`src/rtl/id_stage.sv`:
```
// RV32I decode / operand-fetch stage: register file, immediate generation and a
// registered ID/EX output with valid/ready handshake, flush and writeback bypass.
module id_stage #(
    parameter int unsigned XLEN             = 32,  // only 32 is supported
    parameter bit          RESET_PC_INVALID = 1'b1
) (
    input  logic            clk,
    input  logic            rst,
    input  logic            if_valid,
    output logic            if_ready,
    input  logic [XLEN-1:0] if_instr,
    input  logic [XLEN-1:0] if_pc,
    input  logic            flush,
    input  logic            wb_we,
    input  logic [4:0]      wb_rd,
    input  logic [XLEN-1:0] wb_data,
    output logic            ex_valid,
    input  logic            ex_ready,
    output logic [XLEN-1:0] ex_a,
    output logic [XLEN-1:0] ex_b,
    output logic [2:0]      ex_funct3,
    output logic [6:0]      ex_funct7,
    output logic [6:0]      ex_opcode,
    output logic [4:0]      ex_rd,
    output logic            ex_reg_we,
    output logic            ex_mem_rd,
    output logic            ex_mem_wr,
    output logic [2:0]      ex_mem_funct3,
    output logic [XLEN-1:0] ex_store_data,
    output logic            ex_illegal
);

    localparam logic [6:0] OpReg   = 7'b0110011;
    localparam logic [6:0] OpImm   = 7'b0010011;
    localparam logic [6:0] OpLui   = 7'b0110111;
    localparam logic [6:0] OpAuipc = 7'b0010111;
    localparam logic [6:0] OpLoad  = 7'b0000011;
    localparam logic [6:0] OpStore = 7'b0100011;

    typedef struct packed {
        logic [31:0] a;
        logic [31:0] b;
        logic [2:0]  funct3;
        logic [6:0]  funct7;
        logic [6:0]  opcode;
        logic [4:0]  rd;
        logic        reg_we;
        logic        mem_rd;
        logic        mem_wr;
        logic [2:0]  mem_funct3;
        logic [31:0] store_data;
        logic        illegal;
    } ex_t;

    logic [31:0] rf_q [32];
    ex_t         ex_q, ex_d, dec;
    logic        ex_valid_q, ex_valid_d;

    logic [6:0]  opcode;
    logic [2:0]  f3;
    logic [4:0]  rd, rs1, rs2;
    logic [31:0] imm_i, imm_s, imm_u;
    logic [31:0] rs1_val, rs2_val;
    logic        is_shift, wb_hit, accept;

    assign opcode   = if_instr[6:0];
    assign rd       = if_instr[11:7];
    assign f3       = if_instr[14:12];
    assign rs1      = if_instr[19:15];
    assign rs2      = if_instr[24:20];
    assign imm_i    = {{20{if_instr[31]}}, if_instr[31:20]};
    assign imm_s    = {{20{if_instr[31]}}, if_instr[31:25], if_instr[11:7]};
    assign imm_u    = {if_instr[31:12], 12'b0};
    assign is_shift = (f3 == 3'b001) || (f3 == 3'b101);

    // Same-cycle writeback is forwarded so the operand never sees the stale entry.
    assign wb_hit  = wb_we && (wb_rd != 5'd0);
    assign rs1_val = (wb_hit && wb_rd == rs1) ? wb_data : ((rs1 == 5'd0) ? 32'd0 : rf_q[rs1]);
    assign rs2_val = (wb_hit && wb_rd == rs2) ? wb_data : ((rs2 == 5'd0) ? 32'd0 : rf_q[rs2]);

    assign if_ready = !ex_valid_q || ex_ready;
    assign accept   = if_valid && if_ready;

    always_ff @(posedge clk) begin
        if (rst) begin
            for (int i = 0; i < 32; i++) rf_q[i] <= '0;
        end else if (wb_hit) begin
            rf_q[wb_rd] <= wb_data;
        end
    end

    always_comb begin
        dec        = '0;
        dec.opcode = opcode;
        case (opcode)
            OpReg: begin
                dec.a      = rs1_val;
                dec.b      = is_shift ? {27'b0, rs2_val[4:0]} : rs2_val;
                dec.funct3 = f3;
                dec.funct7 = if_instr[31:25];
                dec.rd     = rd;
                dec.reg_we = (rd != 5'd0);
            end
            OpImm: begin
                dec.a      = rs1_val;
                dec.b      = is_shift ? {27'b0, if_instr[24:20]} : imm_i;
                dec.funct3 = f3;
                dec.funct7 = (f3 == 3'b101) ? if_instr[31:25] : 7'd0;
                dec.rd     = rd;
                dec.reg_we = (rd != 5'd0);
            end
            OpLui: begin
                dec.b      = imm_u;
                dec.rd     = rd;
                dec.reg_we = (rd != 5'd0);
            end
            OpAuipc: begin
                dec.a      = if_pc;
                dec.b      = imm_u;
                dec.rd     = rd;
                dec.reg_we = (rd != 5'd0);
            end
            OpLoad: begin
                dec.a          = rs1_val;
                dec.b          = imm_i;
                dec.rd         = rd;
                dec.reg_we     = (rd != 5'd0);
                dec.mem_rd     = 1'b1;
                dec.mem_funct3 = f3;
            end
            OpStore: begin
                dec.a          = rs1_val;
                dec.b          = imm_s;
                dec.mem_wr     = 1'b1;
                dec.mem_funct3 = f3;
                dec.store_data = rs2_val;
            end
            default: dec.illegal = 1'b1;
        endcase
    end

    // Flush wins over accept; a stalled entry is held untouched.
    always_comb begin
        ex_d       = ex_q;
        ex_valid_d = ex_valid_q;
        if (flush) begin
            ex_valid_d = 1'b0;
        end else if (accept) begin
            ex_valid_d = 1'b1;
            ex_d       = dec;
        end else if (ex_ready) begin
            ex_valid_d = 1'b0;
        end
    end

    always_ff @(posedge clk) begin
        if (rst) begin
            ex_q       <= '0;
            ex_valid_q <= !RESET_PC_INVALID;
        end else begin
            ex_q       <= ex_d;
            ex_valid_q <= ex_valid_d;
        end
    end

    assign ex_valid      = ex_valid_q;
    assign ex_a          = ex_q.a;
    assign ex_b          = ex_q.b;
    assign ex_funct3     = ex_q.funct3;
    assign ex_funct7     = ex_q.funct7;
    assign ex_opcode     = ex_q.opcode;
    assign ex_rd         = ex_q.rd;
    assign ex_reg_we     = ex_q.reg_we;
    assign ex_mem_rd     = ex_q.mem_rd;
    assign ex_mem_wr     = ex_q.mem_wr;
    assign ex_mem_funct3 = ex_q.mem_funct3;
    assign ex_store_data = ex_q.store_data;
    assign ex_illegal    = ex_q.illegal;

endmodule

```
`config.mk`:
```
export PLATFORM = sky130hd
export DESIGN_NAME = id_stage
export DESIGN_NICKNAME = d
export VERILOG_FILES = /design/src/rtl/id_stage.sv
export SDC_FILE = /design/constraint.sdc
export NUM_CORES = 2
export LEC_CHECK = 0
export ABC_CLOCK_PERIOD_IN_PS = 5200
export CAP_MARGIN = 20
export CORE_MARGIN = 1
export CORE_UTILIZATION = 35
export DETAILED_ROUTE_END_ITERATION = 7
export HOLD_SLACK_MARGIN = 0.12
export SLEW_MARGIN = 40
export SYNTH_ARGS = -nofsm -noshare
export SYNTH_HDL_FRONTEND = slang
export SYNTH_SLANG_ARGS = --single-unit
export TNS_END_PERCENT = 50
```
`constraint.sdc`:
```
create_clock -name clk -period 5.2 [get_ports clk]
set_input_delay 1.04 -clock clk [delete_from_list [all_inputs] [get_ports clk]]
set_output_delay 1.04 -clock clk [all_outputs]
set_load 0.03 [all_outputs]
```
==> summary.md <==
| Metric | Value |
|---|---|
| Maximum capacitance violations | `0` |
| RSZ-0062 raised after global routing | `no` |
| Total I/O pin count | `234` |
| Flop and latch count out of synthesis | `1150` |
| Clock latency on the worst-skew pair | `780 ps` |
| All-layer global routing usage | `0.254` |
| Worst endpoint data arrival time | `4210 ps` |
| WL per Instance | `33.4 µm` |
| Min cycle time layout | `3730 ps` |
| Sequential standard cell area | `33300 µm²` |
| Instance count along the most critical hold path | `2` |
| Average size of a mapped cell | `14.3 µm²` |
| Total wirelength of the detailed-routed design | `222000 µm` |
| # nets final | `4446` |
| Hold path startpoint | `ex_mem_funct3[0]` |
| Vias in the first global route | `40.3k` |
| Clock slew at the register clock pins of the worst setup and hold paths | `60 ps` |
| Post-synthesis instance area | `60000 µm²` |
| Reg2reg end | `ex_b[29]` |
| Crit path max-delay cell type | `sky130_fd_sc_hd__clkdlybuf4s50_1` |
| Inserted Clock Buffers | `134` |
| Wire length of the first global-routing pass | `311000 µm` |
| Final period utilization | `0.716` |
| Post-synth EDFFs | `1024` |
| Power per cell area | `324 nW/µm²` |
| Reg2reg setup slack | `2610 ps` |
| Wl on met1 | `80500 µm` |
| Share of post-route cells with drive strength above 1 | `0.224` |
| Antenna violations before repair | `25` |
| Setup Slack @ Placement | `699 ps` |
| DRC violations left | `0` |
| Hold WC Path Type | `flop to flop` |
| Number of non-filler instances in the completed layout | `6668` |
| Via count | `40.7k` |
| Type of destination of the critical path | `flop` |
| Layout Area Growth over Synthesis | `16.5%` |
| Proportion of synthesized chip area in sequential cells | `0.555` |
| Clock skew | `25.5 ps` |
| Setup TNS Final | `0 ps` |
| Leading register cell type out of synthesis | `sky130_fd_sc_hd__edfxtp_1` |
| Status | `completed` |
| Maximum clock insertion buffer count | `3` |
| Critical-path maximum fanout | `13` |
| Fmax | `268 MHz` |
| Placeable core region | `170000 µm²` |
| CTS H-tree lvls | `4` |
| Met3 wire len | `20400 µm` |
| Number of hold-repair buffers added at the cts stage | `0` |
| Measured slew at the worst slew-check pin | `924 ps` |
| Maximum number of pins on one net before global-route repair | `98` |
| Worst max-slew margin expressed relative to the limit | `0.384` |
| Num Clock Sinks | `1150` |
| Met2 wirelength from detailed routing | `106000 µm` |
| Top Layer Used | `met5` |
| Final ANT Viol Nets | `0` |
| Global route overflow | `0` |
| Worst stage delay on the critical path | `830 ps` |
| Worst flop-to-flop path startpoint | `ex_valid` |
| Worst setup path category | `input port to flop` |
| Count of mapped cells out of synthesis | `4186` |
| CTS tree | `built` |
| Number of filler cells placed in the layout | `15.4k` |
| Number of design-rule violations left by the first detailed-router iteration | `5387` |
| Pleak | `23.7 nW` |
| Dpl hpwl | `140000 µm` |
| Die boundary width | `416 µm` |
| Final WS setup | `1470 ps` |
| Final setup violation count | `0` |
| Placement row count | `151` |
| Die Outline Area | `173000 µm²` |
| Peak ir drop on the vdd network | `348 µV` |
| Yosys synthesis warning count | `0` |
| Number of setup buffers added after CTS | `0` |
| Worst Path Required | `5680 ps` |
| Worst slack on hold paths | `456 ps` |
| Length in cells of the worst reg-to-reg path | `6` |
| Top delay family on crit path | `simple AND/OR/NAND/NOR gates` |
| Cell total after placement | `6418` |
| RD Place Congestion | `0.881` |
| Clock tree root driver cell | `sky130_fd_sc_hd__clkbuf_16` |
| Footprint of the multi-input gates | `25200 µm²` |
| Share of flip-flops with an asynchronous set or reset | `0` |
| Starting utilization of the core area | `0.353` |
| Min-Delay Endpoint | `ex_mem_funct3[0]` |
| Vias per cell | `6.10` |
| Iteration count of the initial detailed-routing pass | `7` |
| Number of gates given a new drive strength after cts | `0` |
| Count of buffers from port buffering | `233` |
| Most common cell after layout, fill and taps aside | `sky130_fd_sc_hd__edfxtp_1` |
| Number of max-slew violations in the final report | `0` |
| Critical path, cell by cell | `clkdlybuf4s50_1, or3_1, or4bb_1, nor2_4, or2_2, buf_4` |
| Vertical die dimension | `416 µm` |
| Final hold vios | `0` |
| Utilization after layout | `0.412` |
| Crit path launch type | `input port` |
| Count of buffering cells on the critical path with inverters included | `2` |
| Post-synthesis cell type count | `73` |
| Commonest cells after routing, fill and taps aside | `sky130_fd_sc_hd__edfxtp_1, sky130_fd_sc_hd__and2_1, sky130_fd_sc_hd__mux4_2, sky130_fd_sc_hd__clkdlybuf4s50_1, sky130_fd_sc_hd__buf_4` |
-- worst max path at each step --
stage                     cells after the start      from            to
after floorplan                               7  wb_rd[4]   rf_q[12][0]
after global placement                        7  wb_rd[4]  rf_q[16][25]
after detailed placement                      6  wb_rd[4]   rf_q[8][14]
after CTS                                     6  wb_rd[4]   rf_q[8][24]
after global routing                          6  wb_rd[4]   rf_q[8][20]
final                                         6  wb_rd[4]   rf_q[8][14]
-- power by group --
part | switching, mW | internal [mW] | total [mW]
registers | 0.240 | 10.5 | 10.7
logic | 1.59 | 1.10 | 2.69
clock network | 3.93 | 5.32 | 9.25
total | 5.75 | 16.9 | 22.7
-- layer usage --
metal / up-vias / global-route usage
li1: 16500 / -
met1: 21100 / 0.313
met2: 2489 / 0.411
met3: 549 / 0.0478
met4: 4 / 0.161
met5: - / 0
-- sequential cells by signal, indices dropped and copies added (netlist names) --
register and count:
ex_mem_rd 1, ex_illegal 1, ex_reg_we 1, ex_opcode 7, ex_rd 5, ex_b 32, ex_mem_funct3 3, ex_funct3 3
ex_mem_wr 1, ex_valid 1, ex_funct7 7, rf_q 1024, ex_a 32, ex_store_data 32
-- cells in the mapped netlist, types with 12 or more instances --
library cell / count / share of area
sky130_fd_sc_hd__and2_1: 995 / 0.10
sky130_fd_sc_hd__nor2_1: 68 / 0.0043
sky130_fd_sc_hd__nand2_1: 80 / 0.0050
sky130_fd_sc_hd__buf_4: 34 / 0.0043
sky130_fd_sc_hd__o21ai_0: 24 / 0.0020
sky130_fd_sc_hd__edfxtp_1: 1024 / 0.51
sky130_fd_sc_hd__or2_2: 36 / 0.0038
sky130_fd_sc_hd__nor2b_1: 55 / 0.0057
sky130_fd_sc_hd__buf_2: 77 / 0.0064
sky130_fd_sc_hd__mux2i_1: 158 / 0.026
sky130_fd_sc_hd__a221oi_1: 63 / 0.0092
sky130_fd_sc_hd__buf_1: 12 / 0.00075
sky130_fd_sc_hd__nand3_1: 42 / 0.0035
sky130_fd_sc_hd__o221ai_1: 25 / 0.0036
sky130_fd_sc_hd__nor3_1: 14 / 0.0012
sky130_fd_sc_hd__a22o_1: 22 / 0.0032
sky130_fd_sc_hd__dfxtp_1: 126 / 0.042
sky130_fd_sc_hd__o22ai_1: 58 / 0.0060
sky130_fd_sc_hd__a21oi_1: 128 / 0.011
sky130_fd_sc_hd__mux4_2: 480 / 0.18
sky130_fd_sc_hd__a211oi_1: 63 / 0.0079
sky130_fd_sc_hd__a22oi_1: 112 / 0.014
sky130_fd_sc_hd__clkbuf_1: 322 / 0.020
-- area by class of cell --
cell class / count / area share
Antenna cell: 6 / 0.000215
Clock buffer: 176 / 0.0520
Clock inverter: 65 / 0.00796
Inverter: 6 / 0.000322
Multi-Input combinational cell: 2606 / 0.360
Sequential cell: 1150 / 0.476
Tap cell: 2218 / 0.0397
Timing Repair Buffer: 441 / 0.0638
-- through the flow --
stage	instance area (µm²)	power [mW]
3_3_place_gp	65600	13.5
4_1_cts	69800	22.7
5_1_grt	69900	23.2
6_report	69900	22.7
2_1_floorplan	60100	12.4
3_5_place_dp	65600	13.6
-- cells by family (layout without fill, tap and decap cells) --
| family | after synthesis | in the layout | share of synthesized area |
|---|---|---|---|
| AND/OR/NAND/NOR | 1341 | 1341 | 0.134 |
| flip-flops | 1150 | 1150 | 0.555 |
| multiplexers | 639 | 639 | 0.207 |
| AO/OA/AOI/OAI | 584 | 584 | 0.0694 |
| buffers and inverters | 461 | 688 | 0.0337 |
| XOR/XNOR | 10 | 10 | 0.00146 |
| other | 1 | 38 | 0.0000625 |
-- worst register-to-register path: stages, from the launching register on --
cell and delay (ps):
sky130_fd_sc_hd__dfxtp_1 300, sky130_fd_sc_hd__nor2b_1 160, sky130_fd_sc_hd__nor3_2 440, sky130_fd_sc_hd__nand4_2 380
sky130_fd_sc_hd__nor2_1 270, sky130_fd_sc_hd__nand2_1 520, sky130_fd_sc_hd__o2111ai_1 410
(Power assumes the default switching activity.)
